`src/rtl/crc_pkg.sv`:
```
// ---------------------------------------------------------------------------
// crc_pkg -- shared definitions for the serial CRC-16 transmit encoder.
//   DATA_W   : message word width
//   CRC_W    : checksum width
//   CW_W     : codeword width {data, crc}
//   CRC_POLY : generator polynomial x^16+x^12+x^5+1 (implicit x^16 term)
//   state_e  : encoder FSM states
// ---------------------------------------------------------------------------
package crc_pkg;

    localparam int DATA_W = 16;
    localparam int CRC_W  = 16;
    localparam int CW_W   = DATA_W + CRC_W;

    localparam logic [15:0] CRC_POLY = 16'h1021;

    typedef enum logic [1:0] {
        IDLE,
        SHIFT,
        DONE
    } state_e;

endpackage

```
`src/rtl/crc_tx_encoder_if.sv`:
```
// ---------------------------------------------------------------------------
// crc_tx_encoder_if -- transmitter-side bus of the CRC encoder.
//   dataIn    : message word to encode           (master -> slave)
//   dataValid : dataIn valid this cycle           (master -> slave)
//   CW        : codeword {data, crc}              (slave -> master)
//   CWValid   : one-cycle strobe marking CW valid (slave -> master)
//   Txbusy    : encoder occupied, dataValid ignored while high (slave -> master)
// The encoder uses the slave modport; the word source uses master.
// ---------------------------------------------------------------------------
interface crc_tx_encoder_if #(
    parameter int DATA_W = 16,
    parameter int CRC_W  = 16
);

    logic [DATA_W-1:0]       dataIn;
    logic                    dataValid;
    logic [DATA_W+CRC_W-1:0] CW;
    logic                    CWValid;
    logic                    Txbusy;

    modport master (
        output dataIn,
        output dataValid,
        input  CW,
        input  CWValid,
        input  Txbusy
    );

    modport slave (
        input  dataIn,
        input  dataValid,
        output CW,
        output CWValid,
        output Txbusy
    );

endinterface

```
`src/rtl/crc16_serial_step.sv`:
```
// ---------------------------------------------------------------------------
// crc16_serial_step -- purely combinational one-bit LFSR update of an
// MSB-first CRC (no augmentation: the message bit is folded into feedback).
//   crc      : current remainder
//   data_bit : next message bit, MSB first
//   crc_next : remainder after absorbing data_bit
// ---------------------------------------------------------------------------
module crc16_serial_step #(
    parameter int               CRC_W = 16,
    parameter logic [CRC_W-1:0] POLY  = 16'h1021
) (
    input  logic [CRC_W-1:0] crc,
    input  logic             data_bit,
    output logic [CRC_W-1:0] crc_next
);

    logic fb;

    assign fb       = crc[CRC_W-1] ^ data_bit;
    assign crc_next = {crc[CRC_W-2:0], 1'b0} ^ (fb ? POLY : '0);

endmodule

```
`src/rtl/crc_tx_encoder.sv`:
```
// ---------------------------------------------------------------------------
// crc_tx_encoder -- serial CRC-16 (poly 0x1021, init 0, no final XOR)
// transmit encoder. A word accepted in IDLE is shifted MSB-first through the
// LFSR for DATA_W cycles, then presented as CW = {data, crc} with a one-cycle
// CWValid strobe. Throughput is one word per DATA_W+2 cycles.
//   clk : master clock, rising edge
//   rst : asynchronous active-high reset
//   bus : slave side of crc_tx_encoder_if (dataIn, dataValid -> CW, CWValid, Txbusy)
// ---------------------------------------------------------------------------
module crc_tx_encoder
    import crc_pkg::*;
#(
    parameter int DATA_W = crc_pkg::DATA_W,
    parameter int CRC_W  = crc_pkg::CRC_W
) (
    input  logic                 clk,
    input  logic                 rst,
    crc_tx_encoder_if.slave      bus
);

    localparam int              CNT_W    = $clog2(DATA_W);
    localparam logic [CNT_W-1:0] CNT_LAST = CNT_W'(DATA_W - 1);

    state_e                    state;
    state_e                    state_next;

    logic [DATA_W-1:0]         data_sr;
    logic [DATA_W-1:0]         data_hold;
    logic [CRC_W-1:0]          crc;
    logic [CRC_W-1:0]          crc_next;
    logic [CNT_W-1:0]          bit_cnt;
    logic [DATA_W+CRC_W-1:0]   cw;
    logic                      cw_valid;
    logic                      tx_busy;

    logic                      capture;
    logic                      shift;
    logic                      finish;

    crc16_serial_step #(
        .CRC_W (CRC_W),
        .POLY  (CRC_W'(CRC_POLY))
    ) u_step (
        .crc      (crc),
        .data_bit (data_sr[DATA_W-1]),
        .crc_next (crc_next)
    );

    // NOTE: sequential state uses non-blocking assignments so every register
    // samples pre-edge values, independent of process ordering.
    always_ff @(posedge clk or posedge rst) begin
        if (rst) begin
            state <= IDLE;
        end else begin
            state <= state_next;
        end
    end

    // NOTE: every signal gets a default before the case so no path through
    // this block leaves one unassigned, which would infer a latch.
    always_comb begin
        state_next = state;
        capture    = 1'b0;
        shift      = 1'b0;
        finish     = 1'b0;
        unique case (state)
            IDLE: begin
                if (bus.dataValid) begin
                    capture    = 1'b1;
                    state_next = SHIFT;
                end
            end
            SHIFT: begin
                shift = 1'b1;
                if (bit_cnt == CNT_LAST) begin
                    finish     = 1'b1;
                    state_next = DONE;
                end
            end
            DONE: begin
                state_next = IDLE;
            end
            default: begin
                state_next = IDLE;
            end
        endcase
    end

    // CW/CWValid are loaded on the edge entering DONE from the final LFSR
    // step, so they are valid for exactly the DONE cycle. Txbusy is derived
    // from the next state and registered, keeping dataValid off any
    // combinational path to the output.
    always_ff @(posedge clk or posedge rst) begin
        if (rst) begin
            data_sr   <= '0;
            data_hold <= '0;
            crc       <= '0;
            bit_cnt   <= '0;
            cw        <= '0;
            cw_valid  <= 1'b0;
            tx_busy   <= 1'b0;
        end else begin
            cw_valid <= finish;
            tx_busy  <= (state_next != IDLE);
            if (capture) begin
                data_sr   <= bus.dataIn;
                data_hold <= bus.dataIn;
                crc       <= '0;
                bit_cnt   <= '0;
            end else if (shift) begin
                crc     <= crc_next;
                data_sr <= {data_sr[DATA_W-2:0], 1'b0};
                // Hold at the last count; the next capture clears it anyway.
                if (!finish) begin
                    bit_cnt <= bit_cnt + 1'b1;
                end
            end
            if (finish) begin
                cw <= {data_hold, crc_next};
            end
        end
    end

    assign bus.CW      = cw;
    assign bus.CWValid = cw_valid;
    assign bus.Txbusy  = tx_busy;

endmodule
```
`src/flat_wrapper.sv`:
```
// flat-port wrapper written by rule: the top's interface ports become plain ports
module crc_tx_encoder_flat import crc_pkg::*;
#(
    parameter int DATA_W = crc_pkg::DATA_W,
    parameter int CRC_W  = crc_pkg::CRC_W
)
  (clk, rst, bus_dataIn, bus_dataValid, bus_CW, bus_CWValid, bus_Txbusy);
  crc_tx_encoder_if #(.DATA_W(DATA_W), .CRC_W(CRC_W)) bus_i ();
  input  logic clk;
  input  logic rst;
  input wire logic [$bits(bus_i.dataIn)-1:0] bus_dataIn;
  input wire logic [$bits(bus_i.dataValid)-1:0] bus_dataValid;
  output wire logic [$bits(bus_i.CW)-1:0] bus_CW;
  output wire logic [$bits(bus_i.CWValid)-1:0] bus_CWValid;
  output wire logic [$bits(bus_i.Txbusy)-1:0] bus_Txbusy;
  assign bus_i.dataIn = bus_dataIn;
  assign bus_i.dataValid = bus_dataValid;
  assign bus_CW = bus_i.CW;
  assign bus_CWValid = bus_i.CWValid;
  assign bus_Txbusy = bus_i.Txbusy;
  crc_tx_encoder #(.DATA_W(DATA_W), .CRC_W(CRC_W)) u_core (.clk(clk), .rst(rst), .bus(bus_i));
endmodule
```
`config.mk`:
```
export PLATFORM = sky130hd
export DESIGN_NAME = crc_tx_encoder_flat
export DESIGN_NICKNAME = d
export VERILOG_FILES = /design/src/rtl/crc_pkg.sv /design/src/rtl/crc_tx_encoder_if.sv /design/src/rtl/crc16_serial_step.sv /design/src/rtl/crc_tx_encoder.sv /design/src/flat_wrapper.sv
export SDC_FILE = /design/constraint.sdc
export NUM_CORES = 1
export LEC_CHECK = 0
export ABC_CLOCK_PERIOD_IN_PS = 5100
export CAP_MARGIN = 20
export CORE_ASPECT_RATIO = 0.7
export CORE_UTILIZATION = 51
export CTS_BUF_LIST = sky130_fd_sc_hd__clkbuf_2 sky130_fd_sc_hd__clkbuf_4 sky130_fd_sc_hd__clkbuf_8
export CTS_CLUSTER_DIAMETER = 40
export DETAILED_ROUTE_END_ITERATION = 10
export HOLD_SLACK_MARGIN = 0.15
export PLACE_DENSITY = 0.8
export RECOVER_POWER = 25
export SYNTH_ARGS = -nofsm -noshare
export SYNTH_HDL_FRONTEND = slang
export SYNTH_SLANG_ARGS = --single-unit
```
`constraint.sdc`:
```
create_clock -name clk -period 5.1 [get_ports clk]
set_input_delay 1.02 -clock clk [delete_from_list [all_inputs] [get_ports clk]]
set_output_delay 1.02 -clock clk [all_outputs]
set_load 0.03 [all_outputs]
```
### Yosys cells after proc, flatten, opt, wreduce, memory -nomap -nowiden

Index checks and enable logic that the tools add are counted.

* bits in registers: 88
* bits of input ports: 19
* output and inout port bits: 34
* word-level logic and storage cells: 34

* add/subtract/negate cells: 1
* equality and inequality tests: 3
* muxes and demuxes: 16
* bitwise logic cells: 2
* reduce and logical (&&, ||, !) cells: 4

Operators by type and width (number)
* 16-bit 2-to-1 mux: 4
* 16-bit by 13-bit bitwise XOR with 16-bit output: 1
* 13-bit 2-to-1 mux: 1
* 4-bit 2-to-1 mux: 3
* 1-bit 2-to-1 mux: 5
* 4-bit by 1-bit adder with 4-bit output (second input constant): 1
* 4-bit equality test (second input constant): 1
* 2-bit 2-to-1 mux: 2
* 2-bit one-hot mux with 2 select lines: 1
* 2-bit nonzero test: 2
* 2-bit by 1-bit equality test with 1-bit output (second input constant): 1
* 2-bit logical NOT: 1
* 2-bit by 1-bit != test with 1-bit output (second input constant): 1
* 2-bit AND reduction: 1
* 1-bit bitwise XOR: 1

### Logic depth before layout (Yosys ltp)

* depth after elaboration: 6
* mapped depth: 6
* depth with buffers taken out: 5

### Cells and area by module

From an unflattened synthesis, not the netlist that was laid out.

* cells, all modules: 307
* area, all modules: 3751.1 sq um

By module, submodules not included
* crc_tx_encoder: times used 1, cells each 290, area each 3589.7 sq um, seq. area each 2202.1 sq um
* crc16_serial_step: times used 1, cells each 17, area each 161.4 sq um, seq. area each 0.0 sq um

### Worst setup path after synthesis

Ideal clock, no wire load.

* kind: input to register
* start point: input port bus_dataValid
* end point: register u_core.crc[10]
* setup time: 0.117 ns
* arrival time: 1.928 ns
* data required time: 4.983 ns
* slack: 3.055 ns
* cell stages on the path: 5
* buffers on the path: 2
* cells stage by stage: or3b_2 clkbuf_1 clkbuf_1 nand3_1 nand2_1

* word-level cells in the longest chain between the ends: 3
* elaborated cells between the ends (all ways): 4
* those cells by class: 3 x mux; 1 x reduce/logical

RTL lines
* start, declared: RTL line flat_wrapper.sv:12 `input wire logic [$bits(bus_i.dataValid)-1:0] bus_dataValid;`
* 1-bit 2-to-1 mux (*): RTL line crc_tx_encoder.sv:68 `if (bus.dataValid) begin`
* 1-bit 2-to-1 mux (*): RTL line crc_tx_encoder.sv:66 `unique case (state)`
* 16-bit 2-to-1 mux / 2-bit nonzero test (equally long branches)
* end signal, assigned: RTL line crc_tx_encoder.sv:111 `crc <= crc_next;`
* end, declared: RTL line crc_tx_encoder.sv:29 `logic [CRC_W-1:0] crc;`

Every way passes the cells marked *; elsewhere a longest branch is shown, timed or not.
A chain may end at the register's enable or synchronous reset.

### Worst setup path after layout

* start point: input port bus_dataValid
* end point: register u_core.bit_cnt[1]

* word-level cells in the longest chain between the ends: 4
* elaborated cells between the ends (all ways): 6
* those cells by class: 1 x eq/ne; 3 x mux; 2 x reduce/logical

RTL lines
* 1-bit 2-to-1 mux (*): RTL line crc_tx_encoder.sv:68
* 1-bit 2-to-1 mux (*): RTL line crc_tx_encoder.sv:66
* 2-bit by 1-bit != test with 1-bit output (no source line) / 2-bit nonzero test (equally long branches)
* 2-bit AND reduction (no source line)
* end signal, assigned: RTL line crc_tx_encoder.sv:115 `bit_cnt <= bit_cnt + 1'b1;`
* end, declared: RTL line crc_tx_encoder.sv:31 `logic [CNT_W-1:0] bit_cnt;`

Marked as above.

==> results.py <==
metrics = {
    "status": {
        "run_status": "finished, violations left",
        "violations": "max-capacitance violations, max-slew violations",
    },
    "grt": {
        "antenna_found_initial": 0,
        "grt_max_degree": 46,
        "grt_pass1_wl_microns": 11300,
        "gr-usage-all-layers": 0.208,
        "grt_pass1_vias": 2297,
        "grt_overflow": 0,
    },
    "worst_setup_path": {
        "rr_worst_depth": 4,
        "cp.required_ps": 5330,
        "cp-end-kind": "flop",
        "arrival_ps": 3230,
        "r2r_end": "u_core.bus.CW[0]",
        "reg2reg_from": "u_core.state[1]",
        "rrSetupSlack_ps": 2350,
        "cp-start-kind": "input port",
        "path_class": "input port to flop",
        "worstPathMaxFanout": 21,
    },
    "synth": {
        "ys_ff_latch": 88,
        "synth_cell_types": 25,
        "syn-mean-instance-area_sq_um": 12.1,
        "yosys_warnings": 0,
        "synth_fp_nets": 314,
        "synth_top_area_share": 0.620,
        "syn_inst": 294,
        "netlist_area_sq_mm": 0.00355,
        "synth_enable_flop_cells": 0,
        "async_reset_ff_frac": 1.00,
        "yosysTopAreaCell": "dfrtp_1",
        "yosysSeqAreaShare": 0.620,
        "synth-main-ff-cell": "dfrtp_1",
        "synth_area_leaders": "dfrtp_1, mux2_4, nand2_1",
    },
    "clock_tree": {
        "cts_root_buffer": "clkbuf_8",
        "post_cts_resized": 0,
        "clk_latency_ps": 360,
        "cts_sinks": 88,
        "clk_pin_slew_worst_paths_ps": 80,
        "cts_tree": "built",
        "cts_hold_buf": 0,
        "numCtsBuffers": 9,
        "cts_max_level": 3,
        "cts_setup_buffers": 0,
        "cts_max_path_buffers": 2,
    },
    "floorplan": {
        "start_util": 0.526,
        "core-area_sq_mm": 0.00676,
        "die_x_microns": 102,
        "io_pins": 53,
        "row_count": 25,
        "design.die.area_sq_mm": 0.00731,
        "die_h_microns": 71.8,
    },
    "pwr": {
        "powerDensity_mw_per_mm2": 651,
        "power.leakage_nw": 2.19,
        "peakVddDrop_v": 0.000275,
    },
    "timing": {
        "period_minus_slack_ps": 3000,
        "worst_pin_slew_ps": 1870,
        "setup_viol": 0,
        "setup_tns_ps": 0,
        "rsz0062_at_grt": "false",
        "timing.fmax_mhz": 334,
        "period_share": 0.588,
        "worst_clock_skew_ps": 12.5,
        "final_max_slew_viol_count": 46,
        "finalHoldViolCount": 0,
        "max-slew-margin-rel": -0.251,
    },
    "worst_hold_path": {
        "hold_end": "u_core.data_hold[6]",
        "hold_path.class": "flop to flop",
        "min_path_cells": 2,
        "min_from": "u_core.data_hold[6]",
    },
    "route": {
        "drt_iter0_markers": 170,
        "wl_per_cell_microns": 14.4,
        "drcViolationCount": 0,
        "dr.pass1.iters": 4,
        "avgViaCountPerCell": 5.01,
        "ant_nets": 0,
        "dr_total_vias": 2210,
        "finalWirelength_microns": 6350,
    },
    "layout": {
        "layout_common_cells": "dfrtp_1, nand2_1, clkdlybuf4s50_1, mux2_4, o21ai_0",
        "finalNetCount": 363,
        "drive_above_1_share": 0.150,
        "layout.cells.non_filler": 441,
        "final_common_cell": "dfrtp_1",
        "antenna_cells": 0,
        "syn2layout_area_growth_pct": 21.8,
        "fillers": 556,
    },
    "placement": {
        "io_buffers": 52,
        "hpwl_microns": 4040,
        "place_inst": 426,
        "place.gp.congestion": 0.766,
    },
    "run": {
        "cap_violations": 1,
    },
}
==> power by group <==
| group | leakage (nW) | switching (W) | internal, W |
|---|---|---|---|
| Sequential | 1.11 | 0.000191 | 0.00100 |
| Combinational | 0.980 | 0.000589 | 0.000515 |
| Clock | 0.0980 | 0.000239 | 0.000278 |
==> Yosys cell counts (all sizes together) (2+ instances only) <==
library cell  number
buf                9
clkbuf             8
dfrtp             88
inv                5
mux2              30
mux2i             16
nand2             78
nand3             21
nor2               2
o21ai             24
xnor2              2
==> area by class of cell <==
class / instances / area, sq um / area share
clock buffer: 10 / 131 / 0.0304
multi-input combinational: 184 / 1230 / 0.284
clock inverter: 5 / 82.6 / 0.0191
tap: 94 / 118 / 0.0272
inverter: 5 / 20.0 / 0.00463
sequential: 88 / 2200 / 0.509
timing repair buffer: 55 / 543 / 0.126
==> state kept, by name (all words and copies together) (netlist names) <==
name / flops
u_core.bus.Txbusy: 1
u_core.bus.CW: 32
u_core.bus.CWValid: 1
u_core.data_sr: 16
u_core.state: 2
u_core.data_hold: 16
u_core.bit_cnt: 4
u_core.crc: 16
==> critical path, stage by stage <==
cell,delay [ps]
dlygate4sd3_1,580
nor3b_1,1000
buf_4,400
a21o_1,140
o21ai_0,90
==> per-stage QoR <==
stage                     hold WS, ps  setup slack (ps)  power [W]  area, sq um  utilization
after floorplan                   442              1800    0.00194         3550            -
after global placement            464              2370    0.00227         4120        0.609
after detailed placement          463              2280    0.00231         4120        0.609
after CTS                         483              2370    0.00284         4330        0.641
after global routing              503              1860    0.00302         4330        0.640
final                             480              2100    0.00282         4330        0.640
==> metal layers <==
layer  GRT usage  part of all wire  up-vias
met2       0.294              0.43       45
met4      0.0580            0.0096        0
met5           0                 0        -
met1       0.305              0.52     1082
li1            -                 -     1077
met3      0.0712             0.035        6
==> worst max-delay path by stage <==
stage	start	endpoint	slack (ps)	cells past startpoint
after CTS	u_core.state[1]	u_core.bus.CW[0]	2370	4
after detailed placement	bus_dataValid	u_core.bit_cnt[1]	2280	5
after floorplan	rst	u_core.bit_cnt[0]	1800	1
after global placement	bus_dataValid	u_core.bit_cnt[0]	2370	5
after global routing	rst	u_core.bus.CW[15]	1860	3
final	bus_dataValid	u_core.bit_cnt[1]	2100	5
==> logic make-up after synthesis <==
kind of cell               count (synthesis)  synth area share
AOI/OAI and AO/OA                         27            0.0405
and+or+nand+nor                          107             0.125
adders and majority gates                  1           0.00352
xor gates and xnor gates                   3           0.00740
muxes                                     46             0.169
buffers and inverters                     22            0.0345
DFF                                       88             0.620
Note: power is estimated with default switching activity, not from simulation.
